--- src/rtl/fft_pkg.sv ---
// fft_pkg: shared constants and types for the FFT host-control block.
//   - HC_* MMIO address map (DWORD addresses) and control codes.
//   - t_hc_address / t_hc_buffer buffer descriptor types.
//   - t_ctrl_state run-controller states and t_hc_dsm_line completion line.
//   - hc_mmio_decode(): maps an MMIO DWORD address to {kind, buffer index}.
package fft_pkg;

  localparam int HC_BUFFER_SIZE = 2;
  localparam int HC_IDX_W       = (HC_BUFFER_SIZE > 1) ? $clog2(HC_BUFFER_SIZE) : 1;

  localparam logic [15:0] HC_MMIO_BASE     = 16'h0040;
  localparam logic [15:0] HC_DSM_BASE_ADDR = 16'h0044;
  localparam logic [15:0] HC_CTRL_ADDR     = 16'h0046;
  localparam logic [15:0] HC_BUF_ADDR_BASE = 16'h0048;

  localparam logic [31:0] HC_CTRL_ASSERT_RST   = 32'd0;
  localparam logic [31:0] HC_CTRL_DEASSERT_RST = 32'd1;
  localparam logic [31:0] HC_CTRL_START        = 32'd3;
  localparam logic [31:0] HC_CTRL_STOP         = 32'd7;

  typedef logic [63:0] t_hc_address;

  typedef struct packed {
    t_hc_address addr;
    logic [31:0] size;
  } t_hc_buffer;

  typedef enum logic [2:0] {
    S_RESET,
    S_IDLE,
    S_START,
    S_WAIT,
    S_DSM,
    S_DONE
  } t_ctrl_state;

  // Completion line: status word in bits [31:0], cycle count above it.
  typedef struct packed {
    logic [447:0] rsvd;
    logic [31:0]  cycles;
    logic [31:0]  status;
  } t_hc_dsm_line;

  typedef enum logic [2:0] {
    HC_K_NONE,
    HC_K_DSM,
    HC_K_CTRL,
    HC_K_BUF_ADDR,
    HC_K_BUF_SIZE
  } t_hc_kind;

  typedef struct packed {
    t_hc_kind              kind;
    logic [HC_IDX_W-1:0]   index;
  } t_hc_decode;

  // Buffer i owns a 4-DWORD slot starting at HC_BUF_ADDR_BASE + 4i:
  // offset 0 is the address, offset 2 the size. Slots beyond the
  // configured buffer count decode as HC_K_NONE.
  function automatic t_hc_decode hc_mmio_decode(input logic [15:0] addr);
    t_hc_decode  r;
    logic [15:0] off;
    logic [31:0] idx;
    r.kind  = HC_K_NONE;
    r.index = '0;
    off     = addr - HC_BUF_ADDR_BASE;
    idx     = {18'd0, off[15:2]};
    if (addr < HC_MMIO_BASE) begin
      r.kind = HC_K_NONE;
    end else if (addr == HC_DSM_BASE_ADDR) begin
      r.kind = HC_K_DSM;
    end else if (addr == HC_CTRL_ADDR) begin
      r.kind = HC_K_CTRL;
    end else if ((addr >= HC_BUF_ADDR_BASE) && (idx < 32'(HC_BUFFER_SIZE))) begin
      r.index = idx[HC_IDX_W-1:0];
      if (off[1:0] == 2'd0) begin
        r.kind = HC_K_BUF_ADDR;
      end else if (off[1:0] == 2'd2) begin
        r.kind = HC_K_BUF_SIZE;
      end
    end
    return r;
  endfunction

endpackage

--- src/rtl/fft_hc_ctrl_if.sv ---
// Bus interfaces of the FFT host-control block.
//   fft_hc_mmio_if : MMIO write strobe from the CCI-P decode
//                    (wr_valid, wr_addr DWORD address, wr_data).
//                    master = decoder, slave = controller.
//   fft_hc_dsm_if  : completion-line write toward the DSM
//                    (wr_valid, wr_addr line address, wr_data, wr_ready).
//                    master = controller, slave = write path.
interface fft_hc_mmio_if;
  logic        wr_valid;
  logic [15:0] wr_addr;
  logic [63:0] wr_data;

  modport master (output wr_valid, output wr_addr, output wr_data);
  modport slave  (input  wr_valid, input  wr_addr, input  wr_data);
endinterface

interface fft_hc_dsm_if;
  logic         wr_valid;
  logic         wr_ready;
  logic [63:0]  wr_addr;
  logic [511:0] wr_data;

  modport master (output wr_valid, output wr_addr, output wr_data, input  wr_ready);
  modport slave  (input  wr_valid, input  wr_addr, input  wr_data, output wr_ready);
endinterface

--- src/rtl/fft_hc_regs.sv ---
// fft_hc_regs: buffer descriptor and DSM base register file.
//   clk, rst_n : clock, synchronous active-low reset.
//   wr_en      : MMIO write accepted and descriptor writes currently allowed.
//   wr_dec     : decoded MMIO address {kind, buffer index}.
//   wr_data    : MMIO write data.
//   buf_addr   : per-buffer address; buf_size: per-buffer size (lines).
//   dsm_base   : DSM base byte address.
module fft_hc_regs
  import fft_pkg::*;
(
  input  logic                                clk,
  input  logic                                rst_n,
  input  logic                                wr_en,
  input  t_hc_decode                          wr_dec,
  input  logic [63:0]                         wr_data,
  output logic [HC_BUFFER_SIZE-1:0][63:0]     buf_addr,
  output logic [HC_BUFFER_SIZE-1:0][31:0]     buf_size,
  output t_hc_address                         dsm_base
);

  t_hc_address dsm_base_q, dsm_base_d;

  genvar gi;
  generate
    for (gi = 0; gi < HC_BUFFER_SIZE; gi++) begin : g_desc
      t_hc_buffer desc_q, desc_d;
      logic       hit;

      always_comb begin
        desc_d = desc_q;
        hit    = wr_en && (wr_dec.index == HC_IDX_W'(gi));
        if (hit && (wr_dec.kind == HC_K_BUF_ADDR)) begin
          desc_d.addr = wr_data;
        end
        if (hit && (wr_dec.kind == HC_K_BUF_SIZE)) begin
          desc_d.size = wr_data[31:0];
        end
      end

      always_ff @(posedge clk) begin
        if (!rst_n) begin
          desc_q <= '0;
        end else begin
          desc_q <= desc_d;
        end
      end

      assign buf_addr[gi] = desc_q.addr;
      assign buf_size[gi] = desc_q.size;
    end
  endgenerate

  always_comb begin
    dsm_base_d = dsm_base_q;
    if (wr_en && (wr_dec.kind == HC_K_DSM)) begin
      dsm_base_d = wr_data;
    end
  end

  always_ff @(posedge clk) begin
    if (!rst_n) begin
      dsm_base_q <= '0;
    end else begin
      dsm_base_q <= dsm_base_d;
    end
  end

  assign dsm_base = dsm_base_q;

endmodule

--- src/rtl/fft_hc_ctrl.sv ---
// fft_hc_ctrl: MMIO-driven run controller for the FFT accelerator.
//   clk, rst_n         : clock, synchronous active-low reset.
//   mmio (slave)       : MMIO writes (DSM base, control, buffer descriptors).
//   dsm (master)       : one completion-line write per run.
//   eng_rst_n          : engine reset, low in S_RESET and one cycle after STOP.
//   buf_addr, buf_size : buffer descriptors (0 = source, 1 = destination).
//   rd_start, wr_start : one-cycle engine start pulses.
//   rd_done, wr_done   : sticky engine done flags.
//   busy               : run in progress (S_START, S_WAIT, S_DSM).
module fft_hc_ctrl
  import fft_pkg::*;
#(
  parameter int CNT_W = 32
) (
  input  logic                             clk,
  input  logic                             rst_n,
  fft_hc_mmio_if.slave                     mmio,
  fft_hc_dsm_if.master                     dsm,
  output logic                             eng_rst_n,
  output logic [HC_BUFFER_SIZE-1:0][63:0]  buf_addr,
  output logic [HC_BUFFER_SIZE-1:0][31:0]  buf_size,
  output logic                             rd_start,
  output logic                             wr_start,
  input  logic                             rd_done,
  input  logic                             wr_done,
  output logic                             busy
);

  t_ctrl_state  state_q, state_d;
  logic [CNT_W-1:0] cnt_q, cnt_d;
  t_hc_address  dsm_addr_q, dsm_addr_d;
  logic         abort_q, abort_d;

  t_hc_decode   dec;
  t_hc_address  dsm_base;
  logic         accept;
  logic         ctrl_wr;
  logic         is_assert, is_deassert, is_start, is_stop;
  logic         start_go;
  logic         regs_we;
  t_hc_dsm_line line;

  always_comb begin
    dec         = hc_mmio_decode(mmio.wr_addr);
    accept      = mmio.wr_valid && (mmio.wr_addr >= HC_MMIO_BASE);
    ctrl_wr     = accept && (dec.kind == HC_K_CTRL);
    is_assert   = ctrl_wr && (mmio.wr_data[31:0] == HC_CTRL_ASSERT_RST);
    is_deassert = ctrl_wr && (mmio.wr_data[31:0] == HC_CTRL_DEASSERT_RST);
    is_start    = ctrl_wr && (mmio.wr_data[31:0] == HC_CTRL_START);
    is_stop     = ctrl_wr && (mmio.wr_data[31:0] == HC_CTRL_STOP);
    // Descriptors may only change while no run can be using them.
    regs_we     = accept && ((state_q == S_IDLE) || (state_q == S_RESET));
  end

  fft_hc_regs u_regs (
    .clk      (clk),
    .rst_n    (rst_n),
    .wr_en    (regs_we),
    .wr_dec   (dec),
    .wr_data  (mmio.wr_data),
    .buf_addr (buf_addr),
    .buf_size (buf_size),
    .dsm_base (dsm_base)
  );

  always_comb begin
    state_d    = state_q;
    cnt_d      = cnt_q;
    dsm_addr_d = dsm_addr_q;
    abort_d    = 1'b0;
    start_go   = 1'b0;

    case (state_q)
      S_RESET: if (is_deassert) state_d = S_IDLE;
      S_IDLE:  if (is_start) start_go = 1'b1;
      S_DONE:  if (is_start) start_go = 1'b1;
      S_START: state_d = S_WAIT;
      S_WAIT: begin
        cnt_d = (&cnt_q) ? cnt_q : cnt_q + 1'b1;
        if (rd_done && wr_done) state_d = S_DSM;
      end
      S_DSM:   if (dsm.wr_ready) state_d = S_DONE;
      default: state_d = S_RESET;
    endcase

    // A new run snapshots the DSM line address and clears the counter.
    // An empty source buffer has nothing to stream, so go straight to
    // posting a zero-cycle completion.
    if (start_go) begin
      cnt_d      = '0;
      dsm_addr_d = dsm_base >> 6;
      state_d    = (buf_size[0] == 32'd0) ? S_DSM : S_START;
    end

    // STOP overrides a same-cycle DSM handshake.
    if (is_stop && ((state_q == S_START) || (state_q == S_WAIT) || (state_q == S_DSM))) begin
      state_d = S_IDLE;
      abort_d = 1'b1;
    end

    // ASSERT_RST has the final word over every other event.
    if (is_assert) begin
      state_d = S_RESET;
      abort_d = 1'b0;
    end
  end

  always_ff @(posedge clk) begin
    if (!rst_n) begin
      state_q    <= S_RESET;
      cnt_q      <= '0;
      dsm_addr_q <= '0;
      abort_q    <= 1'b0;
    end else begin
      state_q    <= state_d;
      cnt_q      <= cnt_d;
      dsm_addr_q <= dsm_addr_d;
      abort_q    <= abort_d;
    end
  end

  always_comb begin
    line        = '0;
    line.cycles = 32'(cnt_q);
    line.status = 32'h1;
  end

  // abort_q pulses the engine reset once after a STOP so sticky dones clear.
  assign eng_rst_n    = (state_q != S_RESET) && !abort_q;
  assign rd_start     = (state_q == S_START);
  assign wr_start     = (state_q == S_START);
  assign busy         = (state_q == S_START) || (state_q == S_WAIT) || (state_q == S_DSM);
  assign dsm.wr_valid = (state_q == S_DSM);
  assign dsm.wr_addr  = dsm_addr_q;
  assign dsm.wr_data  = line;

endmodule

--- src/flat_wrapper.sv ---
// flat-port wrapper written by rule: the top's interface ports become plain ports
module fft_hc_ctrl_flat import fft_pkg::*;
#(
  parameter int CNT_W = 32
)
  (clk, rst_n, eng_rst_n, buf_addr, buf_size, rd_start, wr_start, rd_done, wr_done, busy, mmio_wr_valid, mmio_wr_addr, mmio_wr_data, dsm_wr_valid, dsm_wr_addr, dsm_wr_data, dsm_wr_ready);
  fft_hc_mmio_if mmio_i ();
  fft_hc_dsm_if dsm_i ();
  input  logic clk;
  input  logic rst_n;
  output logic eng_rst_n;
  output logic [HC_BUFFER_SIZE-1:0][63:0] buf_addr;
  output logic [HC_BUFFER_SIZE-1:0][31:0] buf_size;
  output logic rd_start;
  output logic wr_start;
  input  logic rd_done;
  input  logic wr_done;
  output logic busy;
  input wire logic [$bits(mmio_i.wr_valid)-1:0] mmio_wr_valid;
  input wire logic [$bits(mmio_i.wr_addr)-1:0] mmio_wr_addr;
  input wire logic [$bits(mmio_i.wr_data)-1:0] mmio_wr_data;
  output wire logic [$bits(dsm_i.wr_valid)-1:0] dsm_wr_valid;
  output wire logic [$bits(dsm_i.wr_addr)-1:0] dsm_wr_addr;
  output wire logic [$bits(dsm_i.wr_data)-1:0] dsm_wr_data;
  input wire logic [$bits(dsm_i.wr_ready)-1:0] dsm_wr_ready;
  assign mmio_i.wr_valid = mmio_wr_valid;
  assign mmio_i.wr_addr = mmio_wr_addr;
  assign mmio_i.wr_data = mmio_wr_data;
  assign dsm_wr_valid = dsm_i.wr_valid;
  assign dsm_wr_addr = dsm_i.wr_addr;
  assign dsm_wr_data = dsm_i.wr_data;
  assign dsm_i.wr_ready = dsm_wr_ready;
  fft_hc_ctrl #(.CNT_W(CNT_W)) u_core (.clk(clk), .rst_n(rst_n), .mmio(mmio_i), .dsm(dsm_i), .eng_rst_n(eng_rst_n), .buf_addr(buf_addr), .buf_size(buf_size), .rd_start(rd_start), .wr_start(wr_start), .rd_done(rd_done), .wr_done(wr_done), .busy(busy));
endmodule
--- config.mk ---
export PLATFORM = sky130hd
export DESIGN_NAME = fft_hc_ctrl_flat
export DESIGN_NICKNAME = d
export VERILOG_FILES = /design/src/rtl/fft_pkg.sv /design/src/rtl/fft_hc_ctrl_if.sv /design/src/rtl/fft_hc_regs.sv /design/src/rtl/fft_hc_ctrl.sv /design/src/flat_wrapper.sv
export SDC_FILE = /design/constraint.sdc
export NUM_CORES = 1
export LEC_CHECK = 0
export CAP_MARGIN = 20
export CORE_AREA = 2 2 331 333
export DETAILED_ROUTE_END_ITERATION = 12
export DIE_AREA = 0 0 333 335
export PLACE_DENSITY_LB_ADDON = 0.2
export SYNTH_ARGS = -nofsm -noshare
export SYNTH_HDL_FRONTEND = slang
export SYNTH_SLANG_ARGS = --single-unit
--- constraint.sdc ---
create_clock -name clk -period 7.84 [get_ports clk]
set_input_delay 2.352 -clock clk [delete_from_list [all_inputs] [get_ports clk]]
set_output_delay 2.352 -clock clk [all_outputs]
set_load 0.02 [all_outputs]
# Word-level counts from Yosys, hierarchy flattened
# Cells that the tools add are included.
# Widths: inputs -> output; s select.
[word_totals] register_bits=350 inputBits=86 output_inout_bits=773 word_cells=96
[op_classes] add_sub_neg=2 magnitude_cmp=4 n_eq_ne=23 muxes=19 n_bitwise=3 n_reduce_logical=35
[ops] cell="$logic_not 32->1" n=2
[ops] cell="$add 32x1->32 const B" n=1
[ops] cell="$eq 16x7->1 const B" n=2
[ops] cell="$eq 32x1->1 const B" n=1
[ops] cell="$eq 32x2->1 const B" n=1
[ops] cell="$eq 32x3->1 const B" n=1
[ops] cell="$ge 16x7->1 const B" n=2
[ops] cell="$reduce_and 32->1" n=1
[ops] cell="$mux 3" n=10
[ops] cell="$logic_and 1x1->1" n=18
[ops] cell="$lt 16x7->1 const B" n=1
[ops] cell="$sub 16x7->16 const B" n=1
[ops] cell="$pmux 3 s5" n=1
[ops] cell="$lt 14x2->1 const B" n=1
[ops] cell="$eq 3x2->1 const B" n=4
[ops] cell="$ne 3x1->1 const B" n=4
[ops] cell="$eq 3x3->1 const B" n=3
[ops] cell="$ne 4x2->1 const B" n=2
[ops] cell="$reduce_and 4->1" n=2
[ops] cell="$mux 1" n=7
[ops] cell="$eq 3x1->1 const B" n=2
[ops] cell="$reduce_or 2->1" n=3
[ops] cell="$mux 4" n=1
[ops] cell="$ne 4x1->1 const B" n=1
[ops] cell="other kinds (10)" n=14

# Longest topological paths before layout
# Gate-level depths: netlist of the first run.
[depth] ltp_word=15 ltp_mapped=10 ltp_nobuf=7

# Hierarchy
# From an unflattened synthesis of the first run, not the netlist that was laid out.
[unflattened] cells_unflattened=2019 hier_area_um2=17471.8
[modules_own_cells] mod="fft_hc_regs" instances=1 cells_each=974 area_per_inst_um2=9481.6 seq_area_each_um2=5124.9
[modules_own_cells] mod="fft_hc_ctrl" instances=1 cells_each=1045 area_per_inst_um2=7990.2 seq_area_each_um2=1881.8

# Least setup slack after synthesis of the first run
# OpenSTA, ideal clock, no wires.
[synth_path] kind="input to register" start="input port mmio_wr_addr[3]" end="register u_core.u_regs.g_desc[0].desc_q (netlist bit u_core.u_regs.buf_addr[23])" setup_ns=0.070 arrival_ns=4.120 required_time_ns=7.770 slack_ns=3.650 stages=9 path_buffers=2 cell_sequence="inv_1 ha_1 nand2b_1 a211oi_1 xnor2_1 clkbuf_1 clkbuf_1 nand4_1 a21oi_1"
[synth_between] elab_chain_cells=10 elab_cells_between_ends=21 cone_classes="1 x add/sub; 4 x order compare; 3 x eq/ne; 7 x mux; 1 x bitwise; 5 x reduce/logical"
[synth_rtl] item="start: declaration" line_no="flat_wrapper.sv:20" source="input wire logic [$bits(mmio_i.wr_addr)-1:0] mmio_wr_addr;"
[synth_rtl] item="parallel branches: the longest is 9 deep, another holds $sub 16x7->16"
[synth_rtl] item="$logic_and 1x1->1 (*)" line_no="fft_hc_regs.sv:32" source="if (hit && (wr_dec.kind == HC_K_BUF_ADDR)) begin"
[synth_rtl] item="end signal: assignment" line_no="fft_hc_regs.sv:44" source="desc_q <= desc_d;"
[synth_rtl] item="end: declaration" line_no="fft_hc_regs.sv:26" source="t_hc_buffer desc_q, desc_d;"
# Mark *: on every way between the ends.
# A chain may end at the register's enable or synchronous reset.

# Final worst setup path of the first run
[layout_path] start="input port mmio_wr_valid" end="register u_core.u_regs.g_desc[0].desc_q (netlist bit u_core.u_regs.buf_size[29])"
[layout_between] elab_chain_cells=4
[layout_rtl] item="start: declaration" line_no="flat_wrapper.sv:19" source="input wire logic [$bits(mmio_i.wr_valid)-1:0] mmio_wr_valid;"
[layout_rtl] item="$logic_and 1x1->1" line_no="fft_hc_ctrl.sv:45" source="accept = mmio.wr_valid && (mmio.wr_addr >= HC_MMIO_BASE);"
[layout_rtl] item="$logic_and 1x1->1" line_no="fft_hc_ctrl.sv:52" source="regs_we = accept && ((state_q == S_IDLE) || (state_q == S_RESET));"
[layout_rtl] item="$logic_and 1x1->1" line_no="fft_hc_regs.sv:31" source="hit = wr_en && (wr_dec.index == HC_IDX_W'(gi));"
[layout_rtl] item="$logic_and 1x1->1" line_no="fft_hc_regs.sv:35" source="if (hit && (wr_dec.kind == HC_K_BUF_SIZE)) begin"
# No other way between the ends.

==> flow_summary.ini, run 1 <==
[setup_path]
rrSetupSlack_ps = 4220
start_kind = primary input
cp.arrival_ps = 5860
cp-end-kind = register
path_max_fanout = 57
worstSetupPathType = primary input to register
required_ps = 8280

[routing]
drc = 0
routed_via_density = 3.73
dr.pass1.iters = 4
wl_per_cell_um = 18.9
drt_iter0_drc = 799
drtAntennaViolNets = 0
num_vias = 14500
wl_um = 73500

[yosys]
synth.avg_cell_area_sq_um = 8.27
netlist_area_sq_um = 17600
syn-instance-count = 2134
synthTopCellsByArea = dfxtp_1, buf_4, nand2_1
synth_cell_types = 52
synth_edf_count = 0
synth.top_cell.area_share_pct = 39.0
seq_area_frac_synth_pct = 39.0
async_reset_ff_share_pct = 0
synth_largest_area_cell = dfxtp_1
ys_warn_count = 0
synth_ff_type = dfxtp_1
ys_ff_latch = 344

[final_layout]
final_common_cell = conb_1
fin_area_sq_um = 22600
final_cell_mix = conb_1, nand2_1, clkdlybuf4s50_1
drive_above_1_share_pct = 5.83
finalNetCount = 2524
antenna_cells = 0
fill_cells = 12000
area_growth_syn_to_layout_pct = 27.8

[clocking]
cts_resized = 0
clockRootBuffer = clkbuf_16
clockBufferDepth = 3
post-cts-setup-buffers = 0
cts_max_level = 2
path_clk_slew_ps = 60
clock_sinks = 344
cts_tree = built
clk_latency_ps = 610
cts-hold-fix-buffers = 0
cts_buffers = 46

[place]
portBuffers = 372
gp_congestion = 0.720
dpl_cell_area_sq_um = 21000
dpl.hpwl_um = 51900

[timing]
finalCritPeriodShare_pct = 69.1
setup-tns-final_ps = 0
maxSlewViolCount = 0
period_needed_ps = 5420
rsz0062_at_grt = no
hold_viol = 0
worstMarginPinSlew_ps = 1200
maxSlewHeadroom_pct = 19.9
final.setup_skew_ps = 25.0
setup_violations = 0
fmax_mhz = 185

[die]
die_w_um = 333
start_util_pct = 16.3
die_area_sq_um = 112000
std_cell_rows = 121
dieHeight_um = 335
num_io_pins = 859
core_sq_um = 108000

[grt]
antenna_found_initial = 9
grt_overflow = 0
grt_start_max_net_pins = 155
track_usage_pct = 12.5
grt_pass1_vias = 13400
grt_pass1_wl_um = 102000

[run_status]
status = finished clean

[pwr]
p_per_area_nw_per_um2 = 194
p_leak_nw = 8.55
peakVddDrop_mv = 0.140

[min_path]
holdCritPathClass = register to register

[run]
drv_cap = 0
==> sequential cells by signal, summed over array words and instances, names as in the netlist <==
name,count
u_core.u_regs.buf_size,64
u_core.u_regs.dsm_base,58
u_core.abort_q,1
u_core.state_q,3
u_core.dsm.wr_addr,58
u_core.cnt_q,32
u_core.u_regs.buf_addr,128
==> cell usage after synthesis (5+ instances only) <==
| library cell | n |
|---|---|
| and4_1 | 6 |
| buf_1 | 8 |
| o31ai_2 | 10 |
| or4_1 | 11 |
| buf_2 | 32 |
| a21oi_1 | 239 |
| nor4_1 | 18 |
| or3_1 | 24 |
| nand3_1 | 13 |
| mux2i_1 | 97 |
| nand2_1 | 418 |
| or2_2 | 5 |
| buf_6 | 6 |
| dfxtp_1 | 344 |
| o31ai_1 | 90 |
| o211ai_1 | 6 |
| nand2b_1 | 5 |
| inv_1 | 8 |
| buf_4 | 487 |
| nor3_1 | 6 |
| o21ai_0 | 21 |
| nand4_1 | 113 |
| nor2_1 | 15 |
| clkbuf_1 | 103 |
==> final timing paths <==
check                    startpoint  depth (start not counted)                          to
min          u_core.dsm.wr_addr[53]                          2      u_core.dsm.wr_addr[53]
max                   mmio_wr_valid                          7  u_core.u_regs.buf_size[29]
max reg2reg       u_core.state_q[1]                          6  u_core.u_regs.buf_size[29]
min reg2reg  u_core.dsm.wr_addr[53]                          2      u_core.dsm.wr_addr[53]
==> layer usage <==
| metal | global-route usage, % | wire length, um |
|---|---|---|
| met1 | 17.0 | 34100 |
| met2 | 19.5 | 33400 |
| met3 | 3.25 | 4700 |
| met4 | 3.09 | 1410 |
| met5 | 0 | 12 |
==> critical path, stage by stage <==
cell	delay [ps]
clkdlybuf4s50_1	520
nor4b_2	820
nand4_1	320
or4_4	780
buf_4	490
o31ai_1	370
a21oi_1	90
==> final cells by class <==
type                    count  area, sq um  area share, %
well taps                1414         1770           7.84
inverters                   9         41.3          0.183
flip-flops and latches    344         6890           30.5
multi-input cells        1629         8330           36.9
repair buffers            405         3980           17.7
clock inverters            19          213          0.943
clock buffers              64         1340           5.93
==> metrics by stage <==
step | total power [W] | worst slack [ps] | hold slack (ps) | util (%) | cells
2_1_floorplan | 0.00226 | 3650 | 437 | - | 2618
3_3_place_gp | 0.00222 | 1780 | 439 | 19.4 | 3799
3_5_place_dp | 0.00221 | 1880 | 444 | 19.4 | 3801
4_1_cts | 0.00447 | 2550 | 452 | 20.9 | 3884
5_1_grt | 0.00456 | 2260 | 464 | 20.9 | 3884
6_report | 0.00437 | 2420 | 447 | 20.9 | 3884
==> cell families (layout without fill, tap and decap cells) <==
kind of cell             after synthesis  count (layout)  share of synthesized area [%]
AND/OR/NAND/NOR                      662             662                           17.8
flip-flops                           344             344                           39.0
adder cells (fa/ha/maj)                3               3                          0.213
multiplexers                          97              97                           5.50
XOR/XNOR                               3               3                          0.149
other                                  2             486                         0.0426
AO/OA/AOI/OAI                        378             378                           12.7
buffers and inverters                645             497                           24.6
==> power by group <==
group	total, W	internal (W)	switching, W
clock network	0.00219	0.00130	0.000895
registers	0.00175	0.00175	0.00000000905
logic	0.000429	0.0000576	0.000372
total	0.00437	0.00310	0.00127
(Power assumes the default switching activity.)
==> run 2: changes to the inputs <==
--- a/config.mk
+++ b/config.mk
@@ -6,9 +6,9 @@
 export NUM_CORES = 1
 export LEC_CHECK = 0
 export CAP_MARGIN = 20
-export CORE_AREA = 2 2 331 333
+export CORE_AREA = 2 2 336 338
 export DETAILED_ROUTE_END_ITERATION = 12
-export DIE_AREA = 0 0 333 335
+export DIE_AREA = 0 0 338 340
 export PLACE_DENSITY_LB_ADDON = 0.2
 export SYNTH_ARGS = -nofsm -noshare
 export SYNTH_HDL_FRONTEND = slang
==> constraint.sdc (replaced) <==
create_clock -name clk -period 5.3 [get_ports clk]
set_input_delay 1.59 -clock clk [delete_from_list [all_inputs] [get_ports clk]]
set_output_delay 1.59 -clock clk [all_outputs]
set_load 0.02 [all_outputs]
==> run 2 against run 1 <==
Critical path depth decreased by 4. Clock skew about the same. Power increased by 47%.
==> flow_summary.ini, run 2 (synthesis gave the netlist of run 1 again) <==
[timing]
maxSlewHeadroom_pct = 30.6
setup_violations = 0
setup_ws_ps = 1220
setup-tns-final_ps = 0
timing.hold.ws_ps = 448
maxSlewViolCount = 0
hold_viol = 0
rsz0062_at_grt = no
finalCritPeriodShare_pct = 77.0
period_needed_ps = 4080
final.setup_skew_ps = 24.6
fmax_mhz = 245
worstMarginPinSlew_ps = 1040

[setup_path]
max_stage_delay_ps = 690
reg2regPathDepth = 7
cp.arrival_ps = 2490
path_buf_inv = 1
crit_start = u_core.state_q[2]
path_delay_family = simple AND/OR/NAND/NOR gates
start_kind = register
cp-end-kind = primary output
crit_chain = or3b_2 > nand2_1 > clkdlybuf4s50_1
cp_num_cells = 3
cp_slowest_cell = clkdlybuf4s50_1
required_ps = 3710
crit-reg2reg-launch = u_core.state_q[1]
path_max_fanout = 8
worstSetupPathType = register to primary output

[routing]
routed_via_density = 3.66
num_vias = 14600
wl_um = 74300
drt_iter0_drc = 766
drc = 0
wl_per_cell_um = 18.6
drtAntennaViolNets = 0
dr.pass1.iters = 5

[grt]
met3_usage_pct = 3.34
grt_busiest_layer = met2
grt_pass1_wl_um = 102000
met2_usage_pct = 18.9
grt_pass1_vias = 13600
use_met1_pct = 17.2
grt_start_max_net_pins = 118
antenna_found_initial = 6
grt_overflow = 0
track_usage_pct = 12.3

[place]
dp_worst_setup_slack_ps = 747
gp_congestion = 0.722
portBuffers = 372
dp.cells = 3910
dpl.hpwl_um = 52200

[min_path]
holdCritPathClass = register to register
min_from = u_core.dsm.wr_addr[27]
hold_depth = 2

[final_layout]
largest_reg_flops = 128
final_cell_mix = conb_1, nand2_1, clkdlybuf4s50_1
area_growth_syn_to_layout_pct = 29.7
finalNetCount = 2547
drive_above_1_share_pct = 6.24
final_common_cell = conb_1
final_cells = 3986
utilization_pct = 20.5

[clocking]
cts_resized = 0
post-cts-setup-buffers = 0
clockBufferDepth = 3
cts_max_level = 2
clock_sinks = 344
cts_tree = built
cts-hold-fix-buffers = 0
clockRootBuffer = clkbuf_16
cts_buffers = 46
path_clk_slew_ps = 50
clk_latency_ps = 600

[die]
dieHeight_um = 340
num_io_pins = 859
core_sq_um = 112000
std_cell_rows = 123
die_w_um = 338
die_area_sq_um = 115000
start_util_pct = 15.8

[run]
drv_cap = 0

[pwr]
p_per_area_nw_per_um2 = 281
p_leak_nw = 8.65
peakVddDrop_mv = 0.213

[run_status]
status = finished clean
==> run 2: changes by cell type in the layout (fill, tap and decap cells not counted), sizes merged <==
cell    change
clkbuf      -3
bufinv      +2
clkinv      -6
inv         -2
buf        +23
diode       +2
==> run 2: tightest hold or removal path: stages (launching register included) <==
cell	delay, ps
dfxtp_1	300
nand2_1	50
a21oi_1	50
==> run 2: cell type report <==
class	instances	area, sq um
Fill cell	12400	88700
Multi-Input combinational cell	1629	8330
Sequential cell	344	6890
Timing Repair Buffer	428	4270
Tap cell	1500	1880
Clock buffer	61	1270
Clock inverter	13	203
Inverter	9	41.3
Antenna cell	2	5.00
==> run 2: metal layers <==
layer,up-vias,wire length [um]
li1,7010,-
met1,7007,35000
met2,510,33200
met3,66,4860
met4,0,1160
met5,-,0
==> run 2: final timing paths <==
path                                               endpoint  slack (ps)
worst max-delay path                                   busy        1220
worst min-delay path                 u_core.dsm.wr_addr[27]         450
worst max register to register  u_core.u_regs.buf_addr[105]        2670
worst min register to register       u_core.dsm.wr_addr[27]         450
==> run 2: power by group <==
part | leakage (nW) | switching [W] | internal, W
clock | 0.715 | 0.00128 | 0.00191
combinational | 5.17 | 0.000560 | 0.000102
sequential | 2.77 | 0.0000000134 | 0.00259
total | 8.65 | 0.00184 | 0.00460
==> run 2: metrics by stage <==
stage                     total power (W)  instance area [sq um]
after floorplan                   0.00334                  19500
after global placement            0.00331                  21400
after detailed placement          0.00331                  21400
after CTS                         0.00657                  22900
after global routing              0.00671                  22900
final                             0.00643                  22900
